===== config.mk =====
export PLATFORM = sky130hd
export DESIGN_NAME = jtframe_sdram_rsp
export DESIGN_NICKNAME = d
export VERILOG_FILES = /design/src/rtl/jtframe_sdram_rsp.sv
export SDC_FILE = /design/constraint.sdc
export NUM_CORES = 1
export LEC_CHECK = 0
export ABC_AREA = 1
export BUFFER_PORTS_ARGS = -buffer_cell sky130_fd_sc_hd__buf_2
export CAP_MARGIN = 20
export CORE_MARGIN = 2
export CORE_UTILIZATION = 35
export DETAILED_ROUTE_END_ITERATION = 8
export PLACE_DENSITY = 0.62
export SLEW_MARGIN = 10
export SYNTH_ARGS = -nofsm -noshare
export SYNTH_HDL_FRONTEND = slang
export SYNTH_SLANG_ARGS = --single-unit

===== constraint.sdc =====
create_clock -name clk -period 2.3 [get_ports clk]
set_input_delay 0.345 -clock clk [delete_from_list [all_inputs] [get_ports clk]]
set_output_delay 0.345 -clock clk [all_outputs]
set_load 0.05 [all_outputs]

===== src/rtl/jtframe_sdram_rsp.sv =====
// SDRAM-side responder for the jtframe ROM arbiter and download loader.
// Serves burst reads and byte writes from a fixed-latency synchronous 16-bit memory port.
module jtframe_sdram_rsp #(
  parameter int AW      = 22,
  parameter int LATENCY = 2,
  parameter int BURST   = 2
) (
  input  logic          clk,
  input  logic          rst_n,
  input  logic          downloading,
  input  logic          sdram_req,
  input  logic [AW-1:0] sdram_addr,
  output logic          sdram_ack,
  output logic          data_dst,
  output logic          data_rdy,
  output logic [15:0]   data_read,
  input  logic          prog_we,
  input  logic [AW-1:0] prog_addr,
  input  logic [7:0]    prog_data,
  input  logic [1:0]    prog_mask,
  output logic [AW-1:0] mem_addr,
  output logic          mem_rd,
  output logic          mem_wr,
  output logic [15:0]   mem_din,
  output logic [1:0]    mem_be,
  input  logic [15:0]   mem_dout
);

  typedef enum logic [1:0] {IDLE, WR, RD_ISSUE, RD_WAIT} state_t;

  localparam int CW = $clog2(BURST + 1);

  state_t             state;
  logic [CW-1:0]      iss_cnt;
  logic [CW-1:0]      ret_cnt;
  logic               rd_first;
  logic [LATENCY-1:0] rd_pipe;
  logic [LATENCY-1:0] first_pipe;

  always_ff @(posedge clk or negedge rst_n) begin
    if (!rst_n) begin
      // NOTE: the return pipeline is reset too, so no word issued before reset can surface as data_rdy after release.
      state      <= IDLE;
      iss_cnt    <= '0;
      ret_cnt    <= '0;
      rd_first   <= 1'b0;
      rd_pipe    <= '0;
      first_pipe <= '0;
      sdram_ack  <= 1'b0;
      data_dst   <= 1'b0;
      data_rdy   <= 1'b0;
      data_read  <= '0;
      mem_addr   <= '0;
      mem_rd     <= 1'b0;
      mem_wr     <= 1'b0;
      mem_din    <= '0;
      mem_be     <= '0;
    end else begin
      // NOTE: non-blocking defaults first; a later assignment in the FSM below overrides them for this edge.
      sdram_ack <= 1'b0;
      rd_first  <= 1'b0;

      // Track each mem_rd for LATENCY cycles so its word is captured exactly when mem_dout is valid.
      rd_pipe[0]    <= mem_rd;
      first_pipe[0] <= rd_first;
      for (int i = 1; i < LATENCY; i++) begin
        rd_pipe[i]    <= rd_pipe[i-1];
        first_pipe[i] <= first_pipe[i-1];
      end

      data_rdy <= rd_pipe[LATENCY-1];
      data_dst <= first_pipe[LATENCY-1];
      if (rd_pipe[LATENCY-1]) begin
        data_read <= mem_dout;
        ret_cnt   <= ret_cnt + 1'b1;
      end

      case (state)
        IDLE: begin
          if (downloading) begin
            if (prog_we) begin
              sdram_ack <= 1'b1;
              mem_wr    <= 1'b1;
              mem_addr  <= prog_addr;
              mem_din   <= {prog_data, prog_data};
              mem_be    <= ~prog_mask;
              state     <= WR;
            end
          end else if (sdram_req) begin
            sdram_ack <= 1'b1;
            mem_rd    <= 1'b1;
            rd_first  <= 1'b1;
            mem_addr  <= sdram_addr;
            iss_cnt   <= CW'(1);
            ret_cnt   <= '0;
            state     <= RD_ISSUE;
          end
        end
        WR: begin
          mem_wr <= 1'b0;
          mem_be <= '0;
          state  <= IDLE;
        end
        RD_ISSUE: begin
          if (iss_cnt == CW'(BURST)) begin
            mem_rd <= 1'b0;
            state  <= RD_WAIT;
          end else begin
            mem_addr <= mem_addr + 1'b1;
            iss_cnt  <= iss_cnt + 1'b1;
          end
        end
        RD_WAIT: begin
          // Leave only once the last word has been presented on data_read.
          if (ret_cnt == CW'(BURST)) state <= IDLE;
        end
        default: state <= IDLE;
      endcase
    end
  end

endmodule


==> out/metrics.csv <==
metric,value,unit
CTS Buffer Depth,2,
"Slowest-stage cell, CP",dfrtp_1,
register bit total from synthesis,64,
Pleak,2.38,nW
result of the run,"complete, no violations",
1st-iter DRT viols,185,
Most common cell on crit path,inv_1,
setup bufs post-CTS,0,
CP top delay family,simple AND/OR/NAND/NOR gates,
die area,10800,sq um
Int Power,0.00182,W
P_sw,0.000574,W
row count,36,
Final HPWL DP,6600,microns
antenna violations before repair,0,
RD Place Congestion,0.812,
Diodes inserted,0,
actual slew at the worst max-slew pin,724,ps
XOR/XNOR share of the synthesized area,0.00503,
"Reg clk slew, reported paths",80,ps
Fill cells,981,
io pins,136,
Most used DFF post-synth,dfrtp_1,
complex-gate fraction of the synthesized area,0.121,
Hold WC Path Type,in2async,
die width,104,microns
sw frac,0.240,
main area contributors after synthesis,"dfrtp_1 (46%), nand2_1 (15%), nor2_1 (5.0%)",
YS warnings,0,
Final period util,0.820,
Post-Syn Area,3480,sq um
Slew HR,0.517,
placed cells,700,
Clk pwr share,0.464,
Final Skew,12.3,ps
max cap viols,0,
total CTS buffers,9,
fraction of layout cells with a size suffix above 1,0.326,
GRT Util Overall,0.174,
Worst EP required,2540,ps
H-tree depth,3,
VDD IR max,0.000376,V
pwr dens,537,nW/um^2
"top cells by count, synth","nand2_1 (143), dfrtp_1 (64), nor2_1 (46)",
Post-Syn Instances,451,
Routed WL per cell,12.6,microns
drt first pass iters,4,
clock sinks,64,
"Avg Cell Area, Syn",7.72,sq um
starting density of the core,0.358,
post-synthesis mux area share,0.0259,
Area Overhead vs Synth,27.8,%
critical path class,reg2reg,
adder-cell area share of the yosys netlist,0.0108,
crit path DAT,2120,ps
top-area cell type share of the netlist area,0.460,
die extent in y,104,microns
number of global-route vias before repair,3176,
Simple-Gate Fraction of Synth Area,0.291,
Vias,3387,
Hold Fails Final Rpt,0,
RSZ-0062 raised after global routing,false,
largest family of logic cells by synthesized area,simple AND/OR/NAND/NOR gates,
Hold Buf Count CTS,0,
number of buffers added on ports,135,
time the worst path needs with I/O delays and setup,1890,ps
Worst setup SP type,flop,
"count leader, synth",nand2_1,
nets,656,
final setup violation count,0,
Vias/cell,4.73,
Sequential Power Share,0.472,
first-pass GRT wire length,15300,microns
CTS tree,built,
library cells used by synthesis,37,
CP cell instances,inv_1 > nand2_2 > inv_2 > nand2_4 > nand3_4 > inv_4 > a21oi_1 > o21ai_0 > inv_1,
worst-skew pair later-pin latency,340,ps
Worst Path Buf+Inv,4,
largest net degree at the start of global routing,38,
CP Max Fanout,27,
Pins Over Slew Limit,0,
"non-filler cells, final",716,
post-synth net total,529,
drt total wl,9050,microns
Resize count post-CTS,0,
clk root buf,clkbuf_8,
post-synthesis sequential area ratio,0.460,
Post-synth EDFFs,0,
Max stage delay on crit path,390,ps
"area leader, netlist",dfrtp_1,
post-route ant nets,0,
Core Footprint,9730,sq um
total gr overflow,0,
TNS Setup,0,ps
Worst setup EP type,flop,
drt drc,0,
Synth async-reset ratio,1.00,
combinational share of power,0.064,
Max Clk Rate,0.530,GHz
==> placed cells by master, fill, tap and decap left out, types with 2 or more instances in the layout <==
cell type,n
a21oi_1,24
a21oi_2,6
a22oi_2,3
a31oi_1,2
buf_2,135
buf_4,4
bufinv_16,2
clkbuf_8,9
clkinv_4,2
dfrtp_1,64
ha_1,3
inv_1,37
inv_6,2
mux2_2,8
nand2_1,143
nand3_1,28
nand4_1,4
nor2_1,46
nor2_2,11
nor3_1,2
o211ai_1,2
o21ai_0,25
o22ai_1,4
xnor2_1,2
==> metal layers <==
metal / part of all wire / GRT usage / vias up
met2: 0.49 / 0.303 / 119
met1: 0.44 / 0.215 / 1559
li1: - / - / 1700
met4: 0.015 / 0.0396 / 0
met5: 0 / 0 / -
met3: 0.064 / 0.0510 / 9
==> final timing paths <==
kind	startpoint	to	slack, ps	depth (start not counted)
worst max-delay path	state[0]$_DFFE_PN0P_	mem_addr[9]$_DFFE_PN0P_	410	9
max in group asynchronous	rst_n	iss_cnt[1]$_DFFE_PN0P_	1610	2
worst max register to register	state[0]$_DFFE_PN0P_	mem_addr[9]$_DFFE_PN0P_	410	9
worst min-delay path	rst_n	mem_addr[4]$_DFFE_PN0P_	50	1
worst min register to register	first_pipe[0]$_DFF_PN0_	first_pipe[1]$_DFF_PN0_	350	0
min in group clk	mem_dout[10]	data_read[10]$_DFFE_PN0P_	190	3
==> flip-flops by register name (all words and copies together), names as in the netlist <==
signal and count:
data_dst 1, data_rdy 1, data_read 16, first_pipe 2, iss_cnt 2, mem_addr 22
mem_be 2, mem_din 8, mem_rd 1, mem_wr 1, rd_first 1, rd_pipe 2
ret_cnt 2, sdram_ack 1, state 2
==> final cells by class <==
type                    count  area (sq um)  share of cell area
clock buffers               9           124              0.0278
repair buffers            140           726               0.163
flip-flops and latches     64          1600               0.360
well taps                 133           166              0.0374
multi-input cells         323          1580               0.355
inverters                  40           153              0.0343
clock inverters             7           103              0.0230
==> power by group through the flow <==
| stage | logic, W | registers [W] | clock network (W) |
|---|---|---|---|
| CTS | 0.000156 | 0.00113 | 0.00114 |
| detailed placement | 0.000156 | 0.00115 | 0 |
| finish | 0.000153 | 0.00113 | 0.00111 |
| global placement | 0.000155 | 0.00115 | 0 |
| floorplan | 0.0000483 | 0.00115 | 0 |
| global route | 0.000174 | 0.00113 | 0.00119 |
==> through the flow <==
| stage | setup slack, ps | instance area [sq um] | power (W) | util | hold slack [ps] |
|---|---|---|---|---|---|
| floorplan | 500 | 3480 | 0.00120 | - | 49.4 |
| global placement | 518 | 4230 | 0.00131 | 0.434 | 334 |
| detailed placement | 436 | 4230 | 0.00131 | 0.434 | 336 |
| CTS | 427 | 4450 | 0.00243 | 0.458 | 57.6 |
| global route | 238 | 4450 | 0.00250 | 0.458 | 91.6 |
| finish | 413 | 4450 | 0.00239 | 0.458 | 50.9 |
==> cell families (layout without fill, tap and decap cells) <==
family | count (synthesis) | after routing
muxes | 8 | 8
and+or+nand+nor | 240 | 240
xor gates and xnor gates | 2 | 2
AOI/OAI and AO/OA | 70 | 70
adders and majority gates | 3 | 3
buffers and inverters | 64 | 196
DFF | 64 | 64
No activity file was read; power rests on OpenSTA's default activity.
